==> src/rtl/clk_div_prog.sv <==
// Programmable multi-channel clock divider: per-channel level plus rising-edge tick.
// Optional per-channel enable input when CLK_DIV_CH_EN is defined.

module clk_div_lane #(
    parameter int               CNT_W   = 16,
    parameter logic [CNT_W-1:0] RST_DIV = '0
) (
    input  logic             clk_in,
    input  logic             rst,
    input  logic             en,
    input  logic             restart,
    input  logic             load,
    input  logic [CNT_W-1:0] load_div,
    output logic             wrap,
    output logic             idle,
    output logic             clk_out,
    output logic             tick
);
    logic [CNT_W-1:0] cnt;
    logic [CNT_W-1:0] div;

    assign wrap = (cnt == div - CNT_W'(1));
    assign idle = (div == '0) || !en;

    always_ff @(posedge clk_in or posedge rst) begin
        if (rst) begin
            cnt     <= '0;
            div     <= RST_DIV;
            clk_out <= 1'b0;
            tick    <= 1'b0;
        end else begin
            // Outputs come from the pre-update count so the old period always completes.
            if (idle) begin
                clk_out <= 1'b0;
                tick    <= 1'b0;
            end else begin
                clk_out <= (cnt < (div >> 1));
                tick    <= (cnt == '0);
            end
            if (load) begin
                div <= load_div;
                cnt <= '0;
            end else if (idle || restart || wrap) begin
                cnt <= '0;
            end else begin
                cnt <= cnt + CNT_W'(1);
            end
        end
    end
endmodule

module clk_div_prog #(
    parameter int  NUM_CH = 4,
    parameter int  CNT_W  = 16,
    localparam int CH_W   = (NUM_CH > 1) ? $clog2(NUM_CH) : 1
) (
    input  logic              clk_in,
    input  logic              rst,
    input  logic              cfg_valid,
    output logic              cfg_ready,
    input  logic [CH_W-1:0]   cfg_ch,
    input  logic [CNT_W-1:0]  cfg_div,
    output logic              cfg_err,
    input  logic              sync_restart,
`ifdef CLK_DIV_CH_EN
    input  logic [NUM_CH-1:0] ch_en,
`endif
    output logic [NUM_CH-1:0] clk_out,
    output logic [NUM_CH-1:0] tick
);
    logic             pending;
    logic [CH_W-1:0]  pend_ch;
    logic [CNT_W-1:0] pend_div;
    logic             xfer, bad, direct;
    logic [CNT_W-1:0] load_div;
    logic [NUM_CH-1:0] en, load, wrap, idle;

`ifdef CLK_DIV_CH_EN
    assign en = ch_en;
`else
    assign en = '1;
`endif

    assign cfg_ready = !pending;
    assign xfer      = cfg_valid && cfg_ready;
    assign bad       = (32'(cfg_ch) >= NUM_CH);
    // A transfer coinciding with a restart bypasses the pending slot.
    assign direct    = xfer && !bad && sync_restart;
    assign load_div  = pending ? pend_div : cfg_div;

    for (genvar i = 0; i < NUM_CH; i++) begin : g_ch
        assign load[i] = (pending && (pend_ch == CH_W'(i)) && (wrap[i] || idle[i] || sync_restart))
                       || (direct && (cfg_ch == CH_W'(i)));

        clk_div_lane #(
            .CNT_W   (CNT_W),
            .RST_DIV (CNT_W'(1) << (i + 1))
        ) u_lane (
            .clk_in   (clk_in),
            .rst      (rst),
            .en       (en[i]),
            .restart  (sync_restart),
            .load     (load[i]),
            .load_div (load_div),
            .wrap     (wrap[i]),
            .idle     (idle[i]),
            .clk_out  (clk_out[i]),
            .tick     (tick[i])
        );
    end

    always_ff @(posedge clk_in or posedge rst) begin
        if (rst) begin
            pending  <= 1'b0;
            pend_ch  <= '0;
            pend_div <= '0;
            cfg_err  <= 1'b0;
        end else begin
            cfg_err <= xfer && bad;
            if (pending) begin
                pending <= !(|load);
            end else if (xfer && !bad && !sync_restart) begin
                pending  <= 1'b1;
                pend_ch  <= cfg_ch;
                pend_div <= cfg_div;
            end
        end
    end
endmodule
==> config.mk <==
export PLATFORM = sky130hd
export DESIGN_NAME = clk_div_prog
export DESIGN_NICKNAME = d
export VERILOG_FILES = /design/src/rtl/clk_div_prog.sv
export SDC_FILE = /design/constraint.sdc
export NUM_CORES = 1
export LEC_CHECK = 0
export CORE_ASPECT_RATIO = 0.7
export CORE_MARGIN = 2
export CORE_UTILIZATION = 41
export CTS_CLUSTER_SIZE = 30
export DETAILED_ROUTE_END_ITERATION = 12
export GPL_TIMING_DRIVEN = 0
export PLACE_DENSITY_LB_ADDON = 0.1
export SLEW_MARGIN = 15
export SYNTH_ARGS = -nofsm -noshare
export SYNTH_HDL_FRONTEND = slang
export SYNTH_SLANG_ARGS = --single-unit
==> constraint.sdc <==
create_clock -name clk_in -period 13.3 [get_ports clk_in]
set_input_delay 1.995 -clock clk_in [delete_from_list [all_inputs] [get_ports clk_in]]
set_output_delay 1.995 -clock clk_in [all_outputs]
set_load 0.02 [all_outputs]
# Yosys cells after proc, flatten, opt, wreduce, memory -nomap -nowiden
# Index checks and enable logic that the tools add are counted.
[op_classes] bitwise_logic=1 n_reduce_logical=50 eq_ne=10 add_sub_neg=8 muxes=19 n_lt_le_gt_ge=4
[op_table] operator="$mux 16" count=9
[op_table] operator="$logic_not 16->1" count=8
[op_table] operator="$add 16x1->16 const B" count=4
[op_table] operator="$eq 16x16->1" count=4
[op_table] operator="$lt 16x15->1" count=4
[op_table] operator="$sub 16x1->16 const B" count=4
[op_table] operator="$logic_or 1x1->1" count=20
[op_table] operator="$logic_and 1x1->1" count=15
[op_table] operator="$mux 1" count=10
[op_table] operator="$eq 2x2->1 const B" count=4
[op_table] operator="$eq 2x1->1 const B" count=2
[op_table] operator="$logic_not 2->1" count=2
[op_table] operator="$reduce_or 4->1" count=1
[op_table] operator="$logic_not 1->1" count=3
[op_table] operator="$reduce_and 2->1" count=1
[op_table] operator="$not 1->1" count=1
[word_totals] ff_bits=155 inputBits=22

# Logic depth before layout (Yosys ltp)
[logic_depth] word_depth=9 depth_mapped=12

# Modules after synthesis
# From an unflattened synthesis, not the netlist that was laid out.
[unflattened] hier_cells=1129 hier_area_um2=10317.4
[by_module_without_submodules] mod="clk_div_lane" area_each_um2=2308.5 instances=4 cells_each=261
[by_module_without_submodules] mod="clk_div_prog" area_each_um2=1083.5 instances=1 cells_each=85

# Worst setup path after synthesis
# No wires, ideal clock.
[synth_timing] kind="input -> register" startpoint="input port sync_restart" endpoint="register g_ch[0].u_lane.div[2]" path_slack_ps=9792 required_ps=13175 n_path_buf=2 arrival_ps=3383 cell_stages=6 cell_sequence="clkbuf_1 -> nor2_1 -> nand2_1 -> a31oi_2 -> buf_4 -> mux2_2"
[synth_between] elab_chain_cells=3 elab_cells_between_ends=5
[synth_lines] item="start, declared" line_no="64" text="input logic sync_restart,"
[synth_lines] item="$logic_or 1x1->1 / $logic_and 1x1->1 (equally long branches)" line_no="92, 88"
[synth_lines] item="$logic_and 1x1->1, on equally long branches" line_no="92, 93"
[synth_lines] item="$logic_or 1x1->1 (*)" line_no="93" text="|| (direct && (cfg_ch == CH_W'(i)));"
[synth_lines] item="end signal, assigned" line_no="41" text="div <= load_div;"
[synth_lines] item="end, declared" line_no="20" text="logic [CNT_W-1:0] div;"
# Every way passes the cells marked *; elsewhere a longest branch is shown, timed or not.
# A chain may end at the register's enable or synchronous reset.

# Worst setup path in the final report
[layout_timing] startpoint="register pending" endpoint="output port cfg_ready"
[layout_between] elab_chain_cells=1
[layout_lines] item="start, declared" line_no="71" text="logic pending;"
[layout_lines] item="start signal, assigned" line_no="121" text="pending <= !(|load);"
[layout_lines] item="$logic_not 1->1" line_no="84" text="assign cfg_ready = !pending;"
[layout_lines] item="end, declared" line_no="60" text="output logic cfg_ready,"
# Every way passes these cells.

==> metrics.md <==
| Metric | Value |
|---|---|
| Outcome | finished clean |
| Startpoint Class | flop |
| TritonCTS Buffers | 17 |
| Number of distinct library cells after synthesis | 79 |
| R2r worst-path depth | 12 |
| Hold endpoint | pend_div[4] |
| Hold_buf cts | 0 |
| Setup TNS Final | 0 ns |
| Crit Path Class | flop to output port |
| Critical Path RT | 11.31 ns |
| Final hold violations | 0 |
| Vias in the first global route | ~7.6k |
| Storage element area | 3884 um^2 |
| Commonest non-fill, non-tap cell in the layout | dfrtp_1 |
| Worst reg2reg path endpoint | g_ch[0].u_lane.div[6] |
| CTS Buffer Depth | 2 |
| Relative slew slack | 0.3585 |
| Syn-to-layout area delta | 13.07% |
| CTS tree | built |
| Post-route clock period utilization | 0.3020 |
| Fmax | around 250 MHz |
| Critical-path maximum fanout | 10 |
| Die height | between 100 and 150 um |
| GRT Total Usage | 0.2010 |
| Standard-cell row count | 49 |
| Iter 0 DRT Violations | 617 |
| Synth top area cells | dfrtp_1 36%, ha_1 8.1%, mux2_2 6.6% |
| Overflow after GRT | 0 |
| WP data arrival | 2.02 ns |
| Largest net degree at the start of global routing | 104 |
| Synthesized area | 10530 um^2 |
| Post-route DRC violation count | 0 |
| DP HPWL | 19430 um |
| First-pass GRT wire length | 42830 um |
| DIE WIDTH | ~200 um |
| Mean post-synth cell area | about 9.6 um^2 |
| Core area | between 20000 and 30000 um^2 |
| Mapped Cells | 1094 |
| Clock root buffer master | clkbuf_16 |
| Seq/Total Area, Yosys | 0.3688 |
| Initial antenna violation count | 2 |
| Worst Skew | 0.006526 ns |
| Post-CTS Repair Setup Buffers | 0 |
| Yosys reg bits | 155 |
| Unrepaired setup endpoints after global routing | no |
| CTS resizes | 0 |
| Initial core utilization | 0.4139 |
| Final Util | 0.4680 |
| Worst-skew pair later-pin latency | 0.44 ns |
| Die ar. | 27000 um^2 |
| Share of cells above drive strength 1 | 0.1254 |
| Ys Warns | 0 |
| Final setup violation count | 0 |
| Worst Tran Pin Value | roughly 0.95 ns |
| Placed Area | ~11000 um^2 |
| Min-Delay Path Class | flop to flop |
| Most frequent cells in the layout | 151 x dfrtp_1, 110 x nor2_1, 80 x inv_1 |
| R2R Path Start | g_ch[0].u_lane.div[0] |
| Placed Instances | 1455 |
| Clk pin slew, worst setup/hold paths | 0.06 ns |
| Drt first pass iters | 5 |
| Final net count | 1233 |
| Post-route cell area | 11910 um^2 |
| Max-cap violations | 0 |
| Yosys top cell area share | 0.3588 |
| Primary FF master, synth | dfrtp_1 |
| Post-synth net total | 1184 |
| Nature of the critical path endpoint | output port |
| Fill count | 2418 |
| Multi-input gate area | 6072 um^2 |
| Fin. max-slew vios | 0 |
| Num ports | 32 |
| Vias per cell | 5.386 |
| PortBufs | 29 |
| Design Power | 2.192 mW |
| Post-synth EDFFs | 0 |
| Power Dens Cells | 184.1 nW/um^2 |
| Total wire length | 26100 um |
| Cell taking the most area after synthesis | dfrtp_1 |
| Hold depth | 1 |
| Routability cong. | 0.8463 |
| Min cycle time layout | 4.016 ns |
| Hold_sp | pend_div[4] |
| Non-filler cells, final | 1488 |
| ANT nets after route | 0 |
| Leakage Power | 5.379 nW |
| Routed vias | around 8.0k |
| Sink Count | 155 |
| FF-to-FF setup slack | 9.35 ns |
| Routed WL per cell | 17.54 um |
| VDD IR max | 117.0 uV |
| Synth async-reset ratio | 1.000 |
| H-tree lvl count | 4 |
worst max-delay path by stage:
stage | endpoint | cells after the start | slack (ns) | startpoint
5_1_grt | g_ch[0].u_lane.div[3] | 12 | 9.11 | g_ch[0].u_lane.div[0]
4_1_cts | cfg_ready | 3 | 9.23 | pending
2_1_floorplan | g_ch[0].u_lane.clk_out | 1 | 7.13 | rst
6_report | cfg_ready | 3 | 9.28 | pending
3_5_place_dp | g_ch[0].u_lane.div[8] | 6 | 9.06 | sync_restart
3_3_place_gp | g_ch[1].u_lane.cnt[5] | 2 | 4.59 | rst
routing by layer:
layer / part of all wire / routed length [um] / vias up / GRT usage
met3: 0.039 / 1020 / 21 / 0.03415
met5: 0 / 0 / - / 0
li1: - / - / 3950 / -
met4: 0.0095 / 249 / 0 / 0.04821
met2: 0.39 / 10070 / 155 / 0.2622
met1: 0.57 / 14760 / 3889 / 0.3335
cell type report:
cell class	instances	share of cell area
antenna	1	0.0002101
buffer	55	0.02280
clock buffer	26	0.04445
clock inverter	6	0.008826
inverter	81	0.02616
multi-input combinational	803	0.5099
sequential	155	0.3262
tap	331	0.03478
timing repair buffer	30	0.02669
cells in the mapped netlist (13+ instances only):
library cell	count
a21o_1	31
nor2_1	110
nand4_1	23
ha_1	68
nand3_1	55
dfrtp_1	151
inv_1	81
nand2b_1	13
xor2_1	58
o21ai_0	14
a21oi_1	23
nand2_1	41
mux2_2	62
nor3_1	37
and3_1	23
mux2_1	25
clkbuf_1	37
xnor2_1	69
nor4_1	24
worst max-delay path, stage by stage, from the launching register on:
cell and delay (ns):
dfrtp_1 0.34, clkbuf_1 0.46, inv_1 0.20, clkdlybuf4s50_1 0.58
sequential cells by signal (all words and copies together), names as in the netlist:
name	cells
pend_ch	2
g_ch.u_lane.cnt	64
pending	1
g_ch.u_lane.clk_out	4
g_ch.u_lane.div	64
g_ch.u_lane.tick	4
pend_div	16
per-stage QoR:
| step | worst slack, ns | hold WS [ns] |
|---|---|---|
| floorplan | 7.133 | 0.4750 |
| global placement | 4.587 | 0.4829 |
| detailed placement | 9.057 | 0.4897 |
| CTS | 9.227 | 0.5058 |
| global route | 9.108 | 0.5077 |
| finish | 9.284 | 0.5052 |
report_power, final:
part | internal [mW] | leakage [nW] | total, mW | switching [mW]
sequential | 0.610 | 1.94 | 0.780 | 0.170
combinational | 0.411 | 3.12 | 0.881 | 0.470
clock | 0.330 | 0.316 | 0.531 | 0.201
total | 1.35 | 5.38 | 2.19 | 0.841
kinds of logic (layout without fill, tap and decap cells):
group / Yosys count / count (layout) / share of synthesized area
adder cells (fa/ha/maj): 69 / 69 / 0.08174
buffers and inverters: 136 / 198 / 0.05465
AND/OR/NAND/NOR: 370 / 370 / 0.1805
other: 1 / 2 / 0.0003561
flip-flops: 155 / 155 / 0.3688
multiplexers: 100 / 100 / 0.1101
XOR/XNOR: 127 / 127 / 0.1056
AO/OA/AOI/OAI: 136 / 136 / 0.09826
No activity file was read; power rests on OpenSTA's default activity.
